`config.mk`:
```
export PLATFORM = sky130hd
export DESIGN_NAME = shift_sequencer
export DESIGN_NICKNAME = d
export VERILOG_FILES = /design/src/rtl/shift_sequencer.sv
export SDC_FILE = /design/constraint.sdc
export NUM_CORES = 1
export LEC_CHECK = 0
export ABC_AREA = 1
export CORE_UTILIZATION = 44
export DETAILED_ROUTE_END_ITERATION = 10
export PLACE_DENSITY = 0.81
export SYNTH_ARGS = -nofsm -noshare
export SYNTH_HDL_FRONTEND = slang
export SYNTH_SLANG_ARGS = --single-unit
```
`constraint.sdc`:
```
create_clock -name CLK -period 2.1 [get_ports CLK]
set_clock_uncertainty 0.2 [all_clocks]
set_input_delay 0.42 -clock CLK [delete_from_list [all_inputs] [get_ports CLK]]
set_output_delay 0.42 -clock CLK [all_outputs]
set_load 0.05 [all_outputs]
```
`src/rtl/shift_sequencer.sv`:
```
// Sequences multi-step logical shifts through an external 1-bit-per-cycle shift unit.
// Optional WAIT timeout enabled by defining SHIFT_SEQ_TIMEOUT_EN.
module shift_sequencer #(
    parameter int Width   = 16,
    parameter int TIMEOUT = 8
) (
    input  logic             CLK,
    input  logic             RST,
    input  logic             cmd_valid,
    output logic             cmd_ready,
    input  logic             cmd_dir,
    input  logic [Width-1:0] cmd_data,
    input  logic [4:0]       cmd_amt,
    output logic             res_valid,
    input  logic             res_ready,
    output logic [Width-1:0] res_data,
    output logic             res_err,
    output logic             su_enable,
    output logic [1:0]       su_fun,
    output logic [Width-1:0] su_a,
    output logic [Width-1:0] su_b,
    input  logic [Width-1:0] su_out,
    input  logic             su_flag
);

    localparam int CW = $clog2(Width + 1);

    typedef enum logic [1:0] {IDLE, ISSUE, WAIT, RESP} state_t;

    state_t           state, state_next;
    logic [Width-1:0] work, work_next;
    logic             dir, dir_next;
    logic [CW-1:0]    cnt, cnt_next;
    logic [CW-1:0]    amt_clamped;
    logic             load_su;

`ifdef SHIFT_SEQ_TIMEOUT_EN
    localparam int TW = $clog2(TIMEOUT + 1);
    logic [TW-1:0] wcnt;
    logic          err, err_next;
`endif

    assign amt_clamped = (int'(cmd_amt) >= Width) ? CW'(Width) : CW'(cmd_amt);

    // Ready is gated by reset so it reads 0 while RST is held low.
    assign cmd_ready = (state == IDLE) && RST;
    assign res_valid = (state == RESP);
    assign res_data  = work;
    assign su_enable = (state == ISSUE);
    assign su_b      = '0;

`ifdef SHIFT_SEQ_TIMEOUT_EN
    assign res_err = err;
`else
    assign res_err = 1'b0;
`endif

    always_comb begin
        state_next = state;
        work_next  = work;
        dir_next   = dir;
        cnt_next   = cnt;
        load_su    = 1'b0;
`ifdef SHIFT_SEQ_TIMEOUT_EN
        err_next   = err;
`endif
        case (state)
            IDLE: begin
                if (cmd_valid) begin
                    work_next = cmd_data;
                    dir_next  = cmd_dir;
                    cnt_next  = amt_clamped;
`ifdef SHIFT_SEQ_TIMEOUT_EN
                    err_next  = 1'b0;
`endif
                    if (amt_clamped == '0) begin
                        state_next = RESP;
                    end else begin
                        state_next = ISSUE;
                        load_su    = 1'b1;
                    end
                end
            end
            ISSUE: state_next = WAIT;
            WAIT: begin
                if (su_flag) begin
                    work_next = su_out;
                    cnt_next  = cnt - CW'(1);
                    if (cnt == CW'(1)) begin
                        state_next = RESP;
                    end else begin
                        state_next = ISSUE;
                        load_su    = 1'b1;
                    end
                end
`ifdef SHIFT_SEQ_TIMEOUT_EN
                else if (wcnt == TW'(TIMEOUT - 1)) begin
                    state_next = RESP;
                    err_next   = 1'b1;
                end
`endif
            end
            RESP: begin
                if (res_ready) begin
                    state_next = IDLE;
`ifdef SHIFT_SEQ_TIMEOUT_EN
                    err_next   = 1'b0;
`endif
                end
            end
            default: state_next = IDLE;
        endcase
    end

    // su_a/su_fun are loaded only on the way into ISSUE so they hold between pulses.
    always_ff @(posedge CLK or negedge RST) begin
        if (!RST) begin
            state  <= IDLE;
            work   <= '0;
            dir    <= 1'b0;
            cnt    <= '0;
            su_a   <= '0;
            su_fun <= '0;
        end else begin
            state <= state_next;
            work  <= work_next;
            dir   <= dir_next;
            cnt   <= cnt_next;
            if (load_su) begin
                su_a   <= work_next;
                su_fun <= {1'b0, dir_next};
            end
        end
    end

`ifdef SHIFT_SEQ_TIMEOUT_EN
    always_ff @(posedge CLK or negedge RST) begin
        if (!RST) begin
            wcnt <= '0;
            err  <= 1'b0;
        end else begin
            err <= err_next;
            if (state_next == WAIT && state != WAIT)
                wcnt <= '0;
            else if (state == WAIT && !su_flag)
                wcnt <= wcnt + TW'(1);
        end
    end
`endif

endmodule

```
* Word level (Yosys, flattened, before mapping)
Index checks and enable logic that the tools add are counted.
Storage, ports and cells: memories kept 0, bits in writable memories 0, input port bits 43, memory bits (read-only) 0, latch bits 0, register bits after elaboration 41, output and inout port bits 54, word-level logic and storage cells 41
Cells by class: $add $sub $neg 1, eq/ne operators 7, shift operators 0, magnitude comparators 1, muxes and demuxes 20, reduce and logical (&&, ||, !) cells 6, multipliers 0, bitwise operators 0, div/mod/pow operators 0
Operators with widths (count):
- 16-bit two-way mux | 2
- 16-bit one-hot mux with 2 select lines | 1
- 5-bit two-way mux | 3
- 2-bit two-way mux | 5
- 5-bit one-hot mux with 2 select lines | 1
- 2-bit one-hot mux with 4 select lines | 1
- 1-bit two-way mux | 6
- 3-bit AND reduction | 2
- 5-bit by 1-bit == test with 1-bit output, second input constant | 1
- 5-bit >= comparator, second input constant | 1
- 5-bit logical NOT | 1
- 5-bit by 1-bit subtractor with 5-bit output, second input constant | 1
- 2-bit == test, second input constant | 2
- 2-bit != test, second input constant | 2
- 2-bit by 1-bit == test with 1-bit output, second input constant | 1
- 2-bit logical NOT | 1
- 2-bit by 1-bit != test with 1-bit output, second input constant | 1
- 1-bit one-hot mux with 2 select lines | 1
- 2-bit nonzero test | 1
- 1-bit logical AND | 1

* Logic depth before layout (Yosys ltp)
word-level depth 6, gate-level depth with buffers 9, depth with buffers taken out 8

* Least setup slack after synthesis
OpenSTA, ideal clock, no wires.
path type register to output, from reg state[0], to out cmd_ready, path buffers 2, arrival time 1.908 ns, required time 1.480 ns, path slack -0.428 ns, stages on the path, launching flop included 4, cells stage by stage dfrtp_1 > buf_2 > buf_2 > nor3b_1
Between the ends: cells in the longest elaborated chain, start to end 2
RTL lines:
- from (decl) | line 30 | state_t state, state_next;
- from (signal assigned) | line 125 | state <= state_next;
- 2-bit logical NOT | line 46 | assign cmd_ready = (state == IDLE) && RST;
- 1-bit logical AND | line 46
- to (decl) | line 10 | output logic cmd_ready,
Every way passes these cells.

* Worst setup path in the final report
Ends and elaborated chain as after synthesis.

==> results.py <==
metrics = {
    "finish": {
        "fillers": 470,
        "multi_input_area_um2": 1244,
        "regArea_um2": 1026,
        "syn2layout_area_growth_pct": 35.57,
        "num-nets-final": 496,
        "layoutNonFillerInstCount": 522,
        "n_antenna_cell": 0,
        "drive_gt1_share_pct": 15.04,
    },
    "synthesis": {
        "synth_common_cells": "nand2_1, nand3_1, dfrtp_1, buf_4, buf_2",
        "synthFlopType": "dfrtp_1",
        "ys_ff_latch": 41,
        "synth_most_common_cell": "nand2_1",
        "yosysWarnings": 0,
        "synth_async_sr_flop_share_pct": 100.0,
        "synth_edf_count": 0,
        "synth_cells": 369,
        "synthesis.area_um2": 2484,
        "netlist_top_cells_area": "dfrtp_1, nand2_1, nand3_1",
        "postSynthAreaPerCell_um2": 6.731,
        "ys_types": 21,
        "synth_area_leader_cell": "dfrtp_1",
        "seq_area_frac_synth_pct": 41.31,
        "yosysTopAreaCellShare_pct": 41.31,
    },
    "sta": {
        "tightestPinTransition_ps": 510.9,
        "rsz0062_at_grt": "no",
        "timing.final.crit_share_pct": 96.01,
        "fmax_mhz": 496.0,
        "setup_viol_count_final": 0,
        "finalCriticalPeriod_ps": 2016,
        "relSlewSlack_pct": 65.94,
        "hold_viol": 0,
        "fin_setup_tns_ps": 0,
        "slew_viol_final": 0,
    },
    "critical_path": {
        "r2r_slack_ps": 350,
        "endpoint_kind": "primary output",
        "crit_end": "cmd_ready",
        "cp_data_arrival_time_ps": 1400,
        "r2r-end": "su_a[0]",
        "critPathMaxStageDelay_ps": 420,
        "crit_fanout": 13,
        "critPathKind": "reg2out",
        "startpoint": "state[0]",
        "reg2reg_depth": 6,
        "required_ps": 1480,
        "crit_path_cell_trace": "buf_4 -> nor3b_2 -> buf_12",
        "r2r_start": "state[1]",
        "cp-start-kind": "flip-flop",
        "slowest_stage": "dfrtp_1",
    },
    "die": {
        "io_pins": 97,
        "dieHeight_um": 77.13,
        "core-area_um2": 5270,
        "dieWidth_um": 77.13,
        "initial_core_util_pct": 47.13,
        "std_cell_rows": 26,
        "fp.dieArea_um2": 5949,
    },
    "placed_design": {
        "dp_cells": 514,
        "numPortBuffers": 78,
        "gp_congestion": 0.8362,
        "hpwl_um": 4866,
    },
    "grt": {
        "antenna_found_initial": 0,
        "grt-ovfl-total": 0,
        "use_met1_pct": 31.01,
        "grtUsageMet2_pct": 39.82,
        "grt_pass1_vias": 2463,
        "busiest_layer": "met2",
        "use_met3_pct": 6.548,
        "grt_pass1_wl_um": 11400,
        "grt_max_degree": 42,
        "grtUsageTotal_pct": 24.39,
    },
    "pwr": {
        "power_density_nw_per_um2": 1606,
        "p_leak_nw": 1.853,
        "ir_drop_uv": 811.3,
    },
    "clock_tree": {
        "cts_hold_buffers": 0,
        "cts_resized": 0,
        "clock-root-buffer": "clkbuf_8",
        "cts_buffer_depth": 2,
        "path_clk_slew_ps": 80,
        "clk_latency_ps": 290,
        "clock_sinks": 41,
        "cts_tree": "yes",
        "postCtsSetupBuffers": 0,
        "htree_levels": 2,
        "cts_made_buffers": 5,
    },
    "route": {
        "vias_per_cell": 4.872,
        "vias": 2543,
        "drt-initial-drc-count": 183,
        "drc": 0,
        "first_pass_iters": 5,
        "wl_per_cell_um": 13.13,
        "ant_nets": 0,
        "wirelength_um": 6853,
    },
    "min_path": {
        "hold_path_class": "in2async",
    },
    "run_status": {
        "status": "completed",
    },
    "job": {
        "maxCapViolations": 0,
    },
}
cells in the final DEF, fill, tap and decap left out:
cell type	netlist	routed
conb_1	1	18
nand2_2	1	1
ha_1	2	2
nand3_2	1	1
o22ai_1	1	1
nand2_1	208	208
buf_12	0	4
clkdlybuf4s50_1	0	41
o21ai_0	7	7
clkinv_1	1	1
clkbuf_8	0	6
nand3_1	42	42
buf_2	13	1
dfrtp_1	41	41
buf_4	18	45
nand2_4	3	3
nor2_4	1	1
inv_1	11	11
nand4_1	1	1
clkbuf_1	0	1
o21ai_1	1	1
bufinv_16	0	1
nor2_1	9	9
inv_2	4	4
nor3b_2	0	1
critical path, delay by kind of cell (launching register included):
family	cells	cell delay, ps
buffers and inverters	2	390
and+or+nand+nor	1	300
DFF	1	420
registers in the layout (all words and copies together), names as in the netlist:
| name | flops |
|---|---|
| cnt | 5 |
| su_a | 16 |
| dir | 1 |
| su_fun | 1 |
| state | 2 |
| res_data | 16 |
final cells by class:
cell class                      count  area share (%)
Multi-Input combinational cell    296           36.94
Sequential cell                    41           30.47
Timing Repair Buffer               91           24.75
Tap cell                           70           2.601
Clock buffer                        7           2.564
Inverter                           16           1.784
Clock inverter                      1          0.8919
logic make-up after synthesis:
kind of cell / after synthesis / synth area share [%]
compound gates: 9 / 1.864
fa+ha+maj: 2 / 1.007
buf+inv: 49 / 11.38
flops: 41 / 41.31
other cells: 1 / 0.1510
simple gates: 267 / 44.28
metrics by stage:
| stage | total power, mW | cell area [um^2] | util, % | setup slack, ps | hold slack, ps |
|---|---|---|---|---|---|
| floorplan | 3.725 | 2552 | - | 64.73 | -75.59 |
| global placement | 4.671 | 3251 | 61.68 | 48.75 | 278.7 |
| finish | 5.408 | 3367 | 63.89 | 83.70 | 47.00 |
| global route | 5.752 | 3367 | 63.89 | 86.78 | 76.70 |
| CTS | 5.406 | 3367 | 63.89 | 109.9 | 52.79 |
| detailed placement | 4.726 | 3251 | 61.68 | 6.967 | 285.2 |
worst min path at each step:
stage / start / to / cells past startpoint
after floorplan: RST / cnt[0] / 0
after global placement: dir / dir / 2
after detailed placement: dir / dir / 2
after CTS: RST / res_data[0] / 2
after global routing: RST / res_data[0] / 2
final: RST / res_data[5] / 2
report_power, final:
| group | total [mW] | internal, mW | switching [mW] | leakage [nW] |
|---|---|---|---|---|
| sequential | 1.46 | 1.14 | 0.316 | 0.520 |
| combinational | 3.28 | 1.02 | 2.26 | 1.27 |
| clock | 0.666 | 0.388 | 0.278 | 0.0585 |
| total | 5.41 | 2.55 | 2.86 | 1.85 |
routing by layer:
metal	vias up	part of all wire, %
met1	1130	43
met3	13	9.8
met4	0	1.9
met5	-	0
met2	130	46
li1	1270	-
No activity file was read; power rests on OpenSTA's default activity.
==> patch (same settings) <==
Set the parameter `Width` to 32 (it was 16).
--- a/src/rtl/shift_sequencer.sv
+++ b/src/rtl/shift_sequencer.sv
@@ -3,3 +3,3 @@
 module shift_sequencer #(
-    parameter int Width   = 16,
+    parameter int Width   = 32,
     parameter int TIMEOUT = 8
Ports: changed (5 resized); port bits go from 97 to 177. No check against the original RTL was run, so the function may have changed too.
==> patch against the original RTL <==
  * Non-clock buffer count rose by 71
  * Highest routed layer unchanged
  * Routed wire length rose by 83%
  * Setup slack better by 0.0093 ns
  * Critical path type unchanged
  * Final area up 73%
  * Hold slack improved by 0.24 ns
  * Synthesized area increased by 74%
  * Critical endpoint is now su_enable
  * Total power up 79%
  * Sequential cell count grew 33
==> patch: results (changes against the original RTL) <==
| Metric | Value |
|---|---|
| Pin count of the biggest net entering global routing | 44 (+4.8%) |
| First-pass GRT wire length | 20,100 µm (+76%) |
| Least-Margin Pin Slew | 0.511 ns (+0.000306 ns) |
| Static Leakage | 3.03 nW (+64%) |
| Synth top area cells | dfrtp_1 43%, nand2_1 22%, nand3_1 8.7%, o21ai_0 8.2%, buf_4 5.9% |
| Global Route Usage Sum | 0.253 (+0.00925) |
| Crit path DAT | 1.39 ns |
| WHS Path Cells | 2 |
| FFs w/ async S/R, synth | 1.00 (unchanged) |
| Layout cell share with drive strength beyond 1 | 0.154 (+0.00391) |
| Dpl hpwl | 9250 µm (+90%) |
| Crit Path Max Fanout | 9 (-4) |
| Inserted Clock Buffers | 9 (+4) |
| Most frequent cells after synthesis | 251 x nand2_1, 75 x nand3_1, 74 x dfrtp_1, 71 x o21ai_0, 46 x inv_1 |
| Iter 0 DRT Violations | 245 (+34%) |
| Resize count post-CTS | 0 (unchanged) |
| Pint | 4.45 mW (+74%) |
| Vias in the first global route | 4,222 (+71%) |
| Gp weighted congestion | 0.859 (+2.7%) |
| Skew-Pair Late Insertion Delay | 0.34 ns (+0.05 ns) |
| Total vias in the final route | 4,575 (+80%) |
| IO buf count | 142 (+82%) |
| Post-synthesis adder-cell area fraction | 0.00580 (-0.00428) |
| Yosys warning count | 0 (unchanged) |
| Final nets | 830 (+67%) |
| Gate Count Post-Synth | 615 (+67%) |
| Outcome | completed |
| VDD IR-drop max | 1380 µV (+71%) |
| Dpl cells | 870 (+69%) |
| Antenna violations before repair | 0 (unchanged) |
| Layout Cells excl Fill | 887 (+70%) |
| H-tree level count | 3 (+1) |
| Synth Area in Compound Gates | 0.0864 (+0.0678) |
| Worst-case reg-to-reg path depth | 7 (+1) |
| First-pass DRT Iterations | 5 (unchanged) |
| CP max stage cell | dfrtp_1 |
| Wirelength, routed | 12,600 µm (+83%) |
| Min-Delay Path Class | reg -> reg |
| Worst path max stage delay | 0.62 ns (+0.20 ns) |
| Final Power | 9.67 mW (+79%) |
| Distinct cells, synth | 22 (+4.8%) |
| Comb pwr | 5.84 mW (+78%) |
| Sequential share of the synthesized area | 0.429 (+0.0161) |
| Sequential power | 2.60 mW (+78%) |
[patch: cell count changes after synthesis, moves of 10 or more]
cell / before / now
buf_2: 13 / 23
buf_4: 18 / 34
o21ai_0: 7 / 71
inv_1: 11 / 46
dfrtp_1: 41 / 74
nand2_1: 208 / 251
nand3_1: 42 / 75
[patch: timing repair]
action,CTS,global route
setup buffers,0,0
endpoints found under the hold margin,66,0
endpoints found under the setup margin,0,0
hold buffers,1,0
[patch: worst max-delay path: cells and delay by family (launching register included)]
kind	cells	cell delay [ns]
buffers and inverters	2	0.27
DFF	1	0.62
and+or+nand+nor	1	0.15
[patch: worst paths after layout]
path,startpoint,endpoint,slack [ns]
setup / recovery,state[0],su_enable,0.09
min in group asynchronous,RST,res_data[20],0.54
hold reg to reg,dir,dir,0.28
setup reg to reg,state[0],su_a[20],0.29
hold / removal,dir,dir,0.28
max in group asynchronous,RST,su_a[0],0.77
[patch: routing by layer]
layer	global-route usage	up-vias	wire, µm
met2	0.425	244	6130
met1	0.329	2160	5160
li1	-	2140	-
met4	0.0925	0	320
met3	0.0430	31	954
met5	0	-	0
[patch: final cells by class]
cell class                      instances  area, µm²
Fill cell                             841       3540
Multi-Input combinational cell        457       1970
Sequential cell                        74       1850
Timing Repair Buffer                  162       1440
Inverter                               49        184
Tap cell                              129        161
Clock buffer                            9        124
Clock inverter                          7       92.6
[patch: through the flow]
stage	worst slack (ns)	instance area, µm²
global route	0.0209	5830
floorplan	0.0445	4440
detailed placement	0.0312	5600
global placement	0.106	5600
finish	0.0930	5830
CTS	0.0660	5830
